`config.mk`:
```
export PLATFORM = sky130hd
export DESIGN_NAME = spectro_line_binner
export DESIGN_NICKNAME = d
export VERILOG_FILES = /design/src/rtl/spectro_line_binner.sv
export SDC_FILE = /design/constraint.sdc
export NUM_CORES = 1
export LEC_CHECK = 0
export ABC_AREA = 1
export CAP_MARGIN = 20
export CORE_ASPECT_RATIO = 0.9
export CORE_MARGIN = 4
export CORE_UTILIZATION = 50
export CTS_CLUSTER_DIAMETER = 60
export CTS_CLUSTER_SIZE = 24
export DETAILED_ROUTE_END_ITERATION = 7
export PLACE_DENSITY_LB_ADDON = 0.08
export SLEW_MARGIN = 30
export SYNTH_ARGS = -nofsm -noshare
export SYNTH_HDL_FRONTEND = slang
export SYNTH_SLANG_ARGS = --single-unit
```
`constraint.sdc`:
```
create_clock -name CLK -period 6.2 [get_ports CLK]
set_input_delay 1.24 -clock CLK [delete_from_list [all_inputs] [get_ports CLK]]
set_output_delay 1.24 -clock CLK [all_outputs]
set_load 0.02 [all_outputs]
```
`src/rtl/spectro_line_binner.sv`:
```
// Sums groups of 2^BIN_LOG2 pixel samples into framed words and buffers them in a
// show-ahead FIFO. The upstream stream cannot stall, so a full FIFO drops words.
module spectro_line_binner #(
  parameter int unsigned PIXELS_PER_LINE = 2048,
  parameter int unsigned BIN_LOG2        = 2,
  parameter int unsigned OUT_DEPTH       = 8
) (
  input  logic        CLK,
  input  logic        RST_N,
  input  logic [9:0]  dataIn,
  input  logic        dataValid,
  output logic [15:0] outData,
  output logic        outLast,
  output logic        outValid,
  input  logic        outReady,
  output logic        overflow,
  input  logic        clearOverflow,
  output logic [15:0] lineCount
);

  localparam int unsigned BinSize = 1 << BIN_LOG2;
  localparam int unsigned PixW    = (PIXELS_PER_LINE > 1) ? $clog2(PIXELS_PER_LINE) : 1;
  localparam int unsigned PtrW    = $clog2(OUT_DEPTH);
  localparam int unsigned CntW    = PtrW + 1;

  localparam logic [2:0]      BinLast = 3'(BinSize - 1);
  localparam logic [PixW-1:0] PixLast = PixW'(PIXELS_PER_LINE - 1);
  localparam logic [PixW-1:0] PixSol  = PixW'(BinSize - 1);
  localparam logic [CntW-1:0] CntFull = CntW'(OUT_DEPTH);

  logic [2:0]      bin_idx_q, bin_idx_d;
  logic [PixW-1:0] pix_idx_q, pix_idx_d;
  logic [12:0]     acc_q, acc_d;
  logic [15:0]     line_cnt_q, line_cnt_d;
  logic            ovf_q, ovf_d;
  logic [PtrW-1:0] wr_ptr_q, wr_ptr_d;
  logic [PtrW-1:0] rd_ptr_q, rd_ptr_d;
  logic [CntW-1:0] count_q, count_d;

  // Entry layout: {sol, last, sum[12:0]}
  logic [14:0] mem_q [OUT_DEPTH];
  logic [14:0] head;
  logic [14:0] push_word;

  logic [12:0] sum;
  logic        bin_done;
  logic        push;
  logic        pop;
  logic        full;
  logic        push_ok;
  logic        drop;

  always_comb begin
    sum       = ((bin_idx_q == 3'd0) ? 13'd0 : acc_q) + {3'd0, dataIn};
    bin_done  = (bin_idx_q == BinLast);
    push      = dataValid && bin_done;
    pop       = (count_q != '0) && outReady;
    full      = (count_q == CntFull);
    // A same-cycle pop frees the slot the push needs.
    push_ok   = push && (!full || pop);
    drop      = push && full && !pop;
    push_word = {(pix_idx_q == PixSol), (pix_idx_q == PixLast), sum};
  end

  always_comb begin
    bin_idx_d  = bin_idx_q;
    pix_idx_d  = pix_idx_q;
    acc_d      = acc_q;
    line_cnt_d = line_cnt_q;
    if (dataValid) begin
      if (bin_done) begin
        bin_idx_d = 3'd0;
      end else begin
        bin_idx_d = bin_idx_q + 3'd1;
        acc_d     = sum;
      end
      if (pix_idx_q == PixLast) begin
        pix_idx_d  = '0;
        line_cnt_d = line_cnt_q + 16'd1;
      end else begin
        pix_idx_d = pix_idx_q + PixW'(1);
      end
    end
  end

  always_comb begin
    wr_ptr_d = push_ok ? wr_ptr_q + PtrW'(1) : wr_ptr_q;
    rd_ptr_d = pop ? rd_ptr_q + PtrW'(1) : rd_ptr_q;
    count_d  = count_q;
    unique case ({push_ok, pop})
      2'b10:   count_d = count_q + CntW'(1);
      2'b01:   count_d = count_q - CntW'(1);
      default: count_d = count_q;
    endcase
    // Set wins over a simultaneous clear.
    ovf_d = (ovf_q && !clearOverflow) || drop;
  end

  always_ff @(posedge CLK or negedge RST_N) begin
    if (!RST_N) begin
      bin_idx_q  <= 3'd0;
      pix_idx_q  <= '0;
      acc_q      <= 13'd0;
      line_cnt_q <= 16'd0;
      ovf_q      <= 1'b0;
      wr_ptr_q   <= '0;
      rd_ptr_q   <= '0;
      count_q    <= '0;
    end else begin
      bin_idx_q  <= bin_idx_d;
      pix_idx_q  <= pix_idx_d;
      acc_q      <= acc_d;
      line_cnt_q <= line_cnt_d;
      ovf_q      <= ovf_d;
      wr_ptr_q   <= wr_ptr_d;
      rd_ptr_q   <= rd_ptr_d;
      count_q    <= count_d;
    end
  end

  // Storage needs no reset: outputs are gated by outValid.
  always_ff @(posedge CLK) begin
    if (push_ok) begin
      mem_q[wr_ptr_q] <= push_word;
    end
  end

  assign head      = mem_q[rd_ptr_q];
  assign outValid  = (count_q != '0);
  assign outData   = outValid ? {head[14], 2'b00, head[12:0]} : 16'd0;
  assign outLast   = outValid & head[13];
  assign overflow  = ovf_q;
  assign lineCount = line_cnt_q;

endmodule

```
==> results by stage, run 1 <==
Clock network:
- Buffers inserted to repair hold after CTS numbered 0.
- The clock net in this run drives a total of 174 sinks.
- The maximum buffer depth of the clock tree is 2.
- Gates resized during post-CTS repair numbered 0.
- The deepest level of the CTS H-tree is 4.
- The clock network latency to the later pin of the worst-skew pair is 0.43 ns.
- The post-CTS setup-driven buffer insertion count is 0.
- The root cell of the clock tree is sky130_fd_sc_hd__clkbuf_16.
- TritonCTS created 17 clock buffers.
- TritonCTS built the clock tree.
- The post-CTS clock slew at the launch and capture registers of the worst setup and hold paths is 0.07 ns.

Synth:
- The post-synthesis async set-or-reset flop share is 31.03%.
- Of all cell types, the one taking the most synthesized area is sky130_fd_sc_hd__edfxtp_1.
- Averaged over all synthesized cells, the footprint is 9.952 um^2.
- Sequential cells were found to cover 60.05% of the synthesized design area.
- The number of warnings printed during yosys synthesis is 0.
- After synthesis the netlist holds a flip-flop and latch count of 174.
- The dominant register cell in the synthesized netlist is sky130_fd_sc_hd__edfxtp_1.
- The cell area that synthesis handed to floorplanning was 8250 um^2.
- The fraction of synthesized cell area taken by the top area cell type is 43.68%.
- Synthesis produced 829 cells.
- In the post-synthesis netlist, the biggest area contributors are sky130_fd_sc_hd__edfxtp_1 44%, sky130_fd_sc_hd__dfrtp_1 16%, sky130_fd_sc_hd__nor2_1 7.6%.
- The synthesized design contains 120 enable-type register cells.
- The number of distinct standard cells referenced by the synthesized netlist is 39.

Floorplan:
- The floorplan has 44 rows.
- Once the floorplan was initialized, standard cells occupied 50.97% of the core.
- The die covers 18620 um^2.
- The region available for standard cell placement spans 16190 um^2.
- The die is 129.9 um tall.
- The die boundary width is 143.4 um.
- The I/O pin count is 50.

Routing:
- After the first detailed-routing iteration, the DRC count stood at 418.
- The average wire per cell in the routed design is 16.11 um.
- The count of nets left with antenna violations once routing finished came out at 0.
- The total via count after detailed routing is 5745.
- The residual DRC count is 0.
- Using the TritonRoute via totals, the vias-per-cell ratio works out to 5.290.
- The routed wire length is 17500 um.
- The iteration count of the initial detailed-routing pass is 5.

Placed design:
- Prior to clock tree synthesis, the placed netlist has a worst setup slack of 2.051 ns.
- The congestion estimate from routability-driven global placement came to 0.9010.
- The number of placed cells counting well taps is 1054.
- The final HPWL from detailed placement is 11710 um.
- The number of I/O port buffers is 47.

Timing:
- The count of endpoints failing hold in the final timing report is 0.
- The count of final setup violators is 0.
- Setup repair after global routing left no endpoint under its margin.
- The clock skew after layout is 0.01130 ns.
- In the finished design, the share of the clock period the worst path needs comes to 66.55%.
- For this run, the top clock speed supported by timing is 242.3 MHz.
- Headroom to the max-slew limit came out at 35.36%.
- The summed negative setup slack over all endpoints is 0 ns.
- Setup slack on the critical path of the routed design comes to 2.074 ns.
- The slew of the pin with the lowest slew margin is 0.9627 ns.
- The final critical-path required period is 4.126 ns.
- The max-slew violation count is 0.

GRT:
- The number of antenna violations at the first check in global routing was 0.
- Entering global routing, the biggest net connects 63 pins.
- The residual overflow from global routing is 0.
- Global routing used 19.87% of the available tracks.
- The number of global-route vias before repair was 5596.
- The first global-routing pass estimated 28410 um of wire.

Setup path:
- The worst setup path is of the reg2out kind.
- The worst setup path is captured at an output pin.
- At the worst endpoint, the required time is 4.96 ns.
- The number of cells traversed by the worst register-to-register path is 12.
- The start point of the critical path is rd_ptr_q[0].
- The termination of the worst setup path is outData[2].
- For flop-to-flop paths, the worst setup slack is 2.91 ns.
- The startpoint identified for the worst register-to-register timing path is bin_idx_q[0].
- The arrival time reported for the critical path endpoint is 2.89 ns.
- Of all nets on the critical path, the largest fanout is 61.
- The type of origin of the critical path is a register.
- In this run the critical register-to-register path is captured at mem_q[2][6].

Power:
- The maximum vdd drop is 500.9 uV.
- The static leakage is 3.818 nW.
- The overall power is 0.004698 W.
- Power spread over the standard cell area amounts to 493.8 nW/um^2.

Worst hold path:
- In this run the most critical hold path is launched from count_q[0].
- The cell depth of the worst hold path is 1.
- In this run the worst hold path is classified as reg2reg.

Final layout:
- From synthesis to final layout, the design area changed by 15.30%.
- Leaving out fill and tap cells, the most frequent cell in the layout is sky130_fd_sc_hd__nor2_1.
- The number of nets in the layout is 901.
- In the final layout, the share of cells above drive strength 1 is 8.305%.
- The non-filler instance count after layout is 1086.
- The antenna diode count is 0.
- In the layout the commonest cells are 168 x sky130_fd_sc_hd__nor2_1, 120 x sky130_fd_sc_hd__nand2_1, 120 x sky130_fd_sc_hd__edfxtp_1, 86 x sky130_fd_sc_hd__o21ai_0, 75 x sky130_fd_sc_hd__inv_1.

Run status:
- The run finished with clean final reports.

Run:
- Across the run, the number of max-cap violations was 0.
## report_power, final
| group | leakage (nW) | switching [W] | internal, W |
|---|---|---|---|
| Sequential | 1.75 | 0.000113 | 0.00161 |
| Combinational | 1.80 | 0.00132 | 0.000624 |
| Clock | 0.274 | 0.000437 | 0.000592 |
## flip-flops by register name (all words and copies together) (netlist names)
name       cells
acc_q         13
bin_idx_q      3
count_q        4
lineCount     16
mem_q        120
overflow       1
pix_idx_q     11
rd_ptr_q       3
wr_ptr_q       3
## kinds of logic (layout without fill, tap and decap cells)
logic type               after synthesis  after routing  share of synthesized area, %
XOR/XNOR                              29             29                         3.534
AND/OR/NAND/NOR                      365            365                         18.96
AO/OA/AOI/OAI                        127            127                         8.568
other                                  1              2                       0.04545
flip-flops                           174            174                         60.05
adder cells (fa/ha/maj)               20             20                         3.215
buffers and inverters                113            162                         5.626
## layer usage
layer	vias up	part of all wire [%]	wire [um]	GRT usage [%]
met1	2741	47	8202	28.13
met2	146	47	8163	31.40
met3	15	5.4	945	4.324
li1	2843	-	-	-
met4	0	1.1	189	5.537
met5	-	0	0	0
## synth_stat cells, types with 2 or more instances
master,number
sky130_fd_sc_hd__a21oi_1,11
sky130_fd_sc_hd__a31oi_1,2
sky130_fd_sc_hd__and2_1,5
sky130_fd_sc_hd__buf_1,2
sky130_fd_sc_hd__buf_2,14
sky130_fd_sc_hd__buf_4,2
sky130_fd_sc_hd__buf_6,2
sky130_fd_sc_hd__clkbuf_1,13
sky130_fd_sc_hd__dfrtp_1,54
sky130_fd_sc_hd__edfxtp_1,120
sky130_fd_sc_hd__fa_1,2
sky130_fd_sc_hd__ha_1,18
sky130_fd_sc_hd__inv_1,75
sky130_fd_sc_hd__inv_2,5
sky130_fd_sc_hd__nand2_1,120
sky130_fd_sc_hd__nand2_2,8
sky130_fd_sc_hd__nand3_1,32
sky130_fd_sc_hd__nand3_2,2
sky130_fd_sc_hd__nand4_1,4
sky130_fd_sc_hd__nor2_1,168
sky130_fd_sc_hd__nor3_1,13
sky130_fd_sc_hd__nor3_2,2
sky130_fd_sc_hd__nor4_1,2
sky130_fd_sc_hd__o21ai_0,86
sky130_fd_sc_hd__o21ai_1,9
sky130_fd_sc_hd__o21ai_2,3
sky130_fd_sc_hd__o32ai_1,15
sky130_fd_sc_hd__or2_2,3
sky130_fd_sc_hd__xnor2_1,4
sky130_fd_sc_hd__xnor2_2,5
sky130_fd_sc_hd__xor2_1,20
## worst min-delay path by stage
stage / end / slack (ns)
after floorplan: acc_q[6] / 0.45
after CTS: count_q[0] / 0.49
after detailed placement: acc_q[8] / 0.48
after global placement: acc_q[12] / 0.47
final: count_q[0] / 0.49
after global routing: acc_q[12] / 0.51
## worst max-delay path, cell delays in order (launching register included)
cell and delay, ns:
sky130_fd_sc_hd__dfrtp_1 0.36, sky130_fd_sc_hd__clkinv_2 0.62, sky130_fd_sc_hd__o21ai_0 0.39, sky130_fd_sc_hd__o21ai_0 0.14, sky130_fd_sc_hd__o21ai_0 0.28, sky130_fd_sc_hd__nor2_1 0.12, sky130_fd_sc_hd__clkdlybuf4s50_1 0.55
## stage by stage
step | hold WS (ns) | cell area, um^2 | util, %
3_5_place_dp | 0.4786 | 8934 | 55.19
6_report | 0.4906 | 9513 | 58.77
3_3_place_gp | 0.4674 | 8884 | 54.89
5_1_grt | 0.5070 | 9513 | 58.77
2_1_floorplan | 0.4489 | 8254 | -
4_1_cts | 0.4919 | 9503 | 58.71
## area by class of cell
cell class	instances	area, um^2
Fill cell	1352	6673
Sequential cell	174	4955
Multi-Input combinational cell	543	2940
Timing Repair Buffer	50	488.0
Clock buffer	18	429.2
Inverter	80	301.5
Tap cell	207	259.0
Clock inverter	14	140.1
Power figures use the tool's default switching activity.
==> inputs of run 2 (changes only) <==
Clock period 6.2 ns to 4.2 ns, I/O delays scaled along.
==> run 2 against run 1 <==
Wire length fell by 2.3%. Clock skew grew 0.00084 ns. Setup slack got worse by 1.5 ns. Global-route usage shrank 0.090 points. Design area rose by 0.49%. First-iteration DRC count is 31% lower. Clock-buffer cell count rose by 1. Via count grew 0.68%. Critical path depth did not move. Non-clock buffer count increased by 10. Total power up 46%. Sequential power rose by 47%.
==> results by stage, run 2 (synthesis gave the netlist of run 1 again) <==
Setup path:
- The count of buffer and inverter cells on the critical path is 2 (unchanged).
- The kind of end point of the critical path is an output pin.
- The startpoint of the most critical register-to-register path is bin_idx_q[0].
- The maximum single-stage delay on the critical path is 0.62 ns (about the same).
- The worst path required time is 3.36 ns (-1.60 ns).
- The number of stages on the worst setup path is 6 (unchanged).
- The arrival time reported for the critical path endpoint is 2.75 ns (-0.14 ns).
- The number of cells traversed by the worst register-to-register path was 12 (unchanged).
- The endpoint of the lowest-slack register-to-register path is mem_q[4][6].
- The critical path ends at outData[3].
- In this design, the critical path's most frequently occurring cell is sky130_fd_sc_hd__nor2_1.
- Walking the worst path, the cells encountered are buf_4 -> nor2_1 -> o32ai_1 -> nor2_1 -> nor2_1 -> clkdlybuf4s50_1.
- The category of the critical setup timing path is reg2out.
- On the critical path the largest part of the delay comes from buffers and inverters.
- The start point of the critical path is rd_ptr_q[0].
- The setup slack of the most critical reg-to-reg path came to 1.17 ns (-1.74 ns).
- The largest fanout on the critical path is 61 (unchanged).
- The slowest stage cell on the critical path is sky130_fd_sc_hd__clkdlybuf4s50_1.
- The worst setup path is launched from a register.

Clock network:
- The tree is rooted in a sky130_fd_sc_hd__clkbuf_16.
- The TritonCTS clock tree is done.
- The maximum buffer depth of the clock tree is 2 (unchanged).
- The number of buffers inserted for hold repair after clock tree synthesis is 0 (unchanged).
- The total number of clock tree sinks is 174 (unchanged).
- The deepest level of the CTS H-tree came to 4 (unchanged).
- The total CTS buffers is 17 (unchanged).
- The post-cts sizing count is 0 (unchanged).
- The post-CTS setup-driven buffer insertion count is 0 (unchanged).
- The clock network latency to the later pin of the worst-skew pair is 0.43 ns (about the same).
- The post-CTS clock slew at the launch and capture registers of the worst setup and hold paths is 0.06 ns (about the same).

Floorplan:
- The initial core utilization is 50.97% (unchanged).
- The placeable core area is 16190 um^2 (unchanged).
- The total number of placement rows is 44 (unchanged).
- The I/O pin count was 50 (unchanged).
- The full die area is 18620 um^2 (unchanged).
- The die height came to 129.9 um (unchanged).
- The die boundary width is 143.4 um (unchanged).

Final layout:
- The top cell types in the final layout, fill and taps aside, are 168 x sky130_fd_sc_hd__nor2_1, 120 x sky130_fd_sc_hd__nand2_1, 120 x sky130_fd_sc_hd__edfxtp_1, 86 x sky130_fd_sc_hd__o21ai_0, 75 x sky130_fd_sc_hd__inv_1.
- The post-synthesis to final-layout area growth is 15.86%.
- The share of layout cells above drive strength 1 is 9.561% (+1.3 points).
- The leading cell type in the layout, fill and taps excluded is sky130_fd_sc_hd__nor2_1.
- The utilization of the core after routing is 59.06% (+0.29 points).
- The antenna diode count came to 0 (unchanged).
- The number of flip-flops under the largest register name is 120 (unchanged).
- Counting flops per register, the top entry is mem_q.
- The final instance area came to 9559 um^2 (+0.49%).
- The number of nets in the layout is 911 (+1.1%).

Placed design:
- The number of I/O port buffers is 47 (unchanged).
- The final HPWL from detailed placement is 11410 um (-2.6%).
- The placer congestion estimate is 0.8975 (-0.39%).
- The post-detailed-placement cell area is 8977 um^2 (+0.49%).

Timing:
- The slew of the pin with the lowest slew margin is 0.8311 ns (-0.1316 ns).
- Setup repair after global routing left no endpoint under its margin.
- The clock skew after layout is 0.01215 ns (+0.0008441 ns).
- The relative max-transition margin is 44.20% (+8.8 points).
- The count of endpoints failing hold in the final timing report is 0 (unchanged).
- Of the available clock period, the critical path in the final layout requires 85.51%.
- After layout, the minimum clock period comes to 3.591 ns.
- The count of final setup violators was 0 (unchanged).
- The maximum operating frequency is 278.4 MHz.
- The summed negative setup slack over all endpoints was 0 ns (unchanged).
- The max-slew violation count is 0 (unchanged).

Routing:
- The residual DRC count is 0 (unchanged).
- The iteration count of the initial detailed-routing pass was 5 (unchanged).
- The routed wire length is 17090 um (-2.3%).
- The total via count after detailed routing is 5784 (+0.68%).
- The average wire per cell in the routed design is 15.60 um (-3.2%).
- The first-iteration detailed-routing DRC count was 290 (-31%).
- The highest routing layer actually used is met4.
- The total met3 wirelength after detailed routing was 712 um (-25%).
- The routed length on met2 was 8094 um (-0.85%).
- The post-detailed-route count of antenna-violating nets is 0 (unchanged).
- The average vias per placed instance was 5.277 (-0.24%).
- The detailed-routing wirelength on met1 is 8003 um (-2.4%).

Power:
- The static leakage is 3.847 nW (+0.75%).
- The total power per unit cell area came to 716.9 nW/um^2 (+45%).
- The maximum vdd drop is 596.8 uV (+19%).

GRT:
- The residual overflow from global routing is 0 (unchanged).
- The overall global routing resource usage is 19.78% (-0.090 points).
- The pin count of the biggest net entering global routing is 62 (-1.6%).
- The global-route wire length before repair is 28680 um (+0.95%).
- The number of global-route vias before repair was 5748 (+2.7%).
- The number of antenna violations at the first check in global routing came to 0 (unchanged).

Worst hold path:
- The type of the tightest min-delay check is in2async.

Run:
- The count of maximum capacitance violations came to 0 (unchanged).

Run status:
- The run finished with clean final reports.
## run 2: per-layer routing
metal | vias up | GRT usage [%]
li1 | 2869 | -
met1 | 2760 | 27.40
met2 | 132 | 31.59
met3 | 23 | 3.664
met4 | 0 | 7.143
met5 | - | 0
## run 2: layout make-up
cell class                 instances  area, um^2
tap                              207       259.0
inverter                          80       300.3
fill                            1368        6626
clock inverter                    13       127.6
timing repair buffer              60       588.1
clock buffer                      19       454.2
sequential                       174        4955
multi-input combinational        543        2875
## run 2: where the power goes
group          total (W)  internal [W]  switching (W)
clock            0.00153      0.000863       0.000664
sequential       0.00255       0.00238       0.000175
combinational    0.00277      0.000949        0.00182
total            0.00685       0.00419        0.00266
## run 2: worst reg2reg max path: stages (launching register included)
cell                      delay (ns)
sky130_fd_sc_hd__dfrtp_1        0.41
sky130_fd_sc_hd__inv_1          0.07
sky130_fd_sc_hd__ha_1           0.13
sky130_fd_sc_hd__nand2_1        0.12
sky130_fd_sc_hd__inv_1          0.33
sky130_fd_sc_hd__nor2_1         0.08
sky130_fd_sc_hd__ha_1           0.24
sky130_fd_sc_hd__fa_1           0.43
sky130_fd_sc_hd__inv_1          0.07
sky130_fd_sc_hd__nor2_1         0.04
sky130_fd_sc_hd__nor2_1         0.19
sky130_fd_sc_hd__o21ai_0        0.13
sky130_fd_sc_hd__xor2_1         0.51
## run 2: worst min path at each step
stage,startpoint,to,slack [ns],depth (start not counted)
2_1_floorplan,acc_q[6],acc_q[6],0.45,2
3_3_place_gp,acc_q[12],acc_q[12],0.47,2
3_5_place_dp,acc_q[8],acc_q[8],0.47,2
4_1_cts,RST_N,lineCount[5],0.44,1
5_1_grt,RST_N,lineCount[5],0.49,1
6_report,RST_N,lineCount[5],0.43,1
## run 2: metrics by stage
step                setup WS [ns]  total power [W]  std cells  hold WS [ns]
detailed placement         0.8754         0.005381       1064        0.4706
global route               0.4360         0.007365       1096        0.4867
finish                     0.6087         0.006853       1096        0.4303
floorplan                   1.369         0.004426        830        0.4489
global placement            1.017         0.005288       1064        0.4655
CTS                        0.5905         0.006929       1096        0.4387
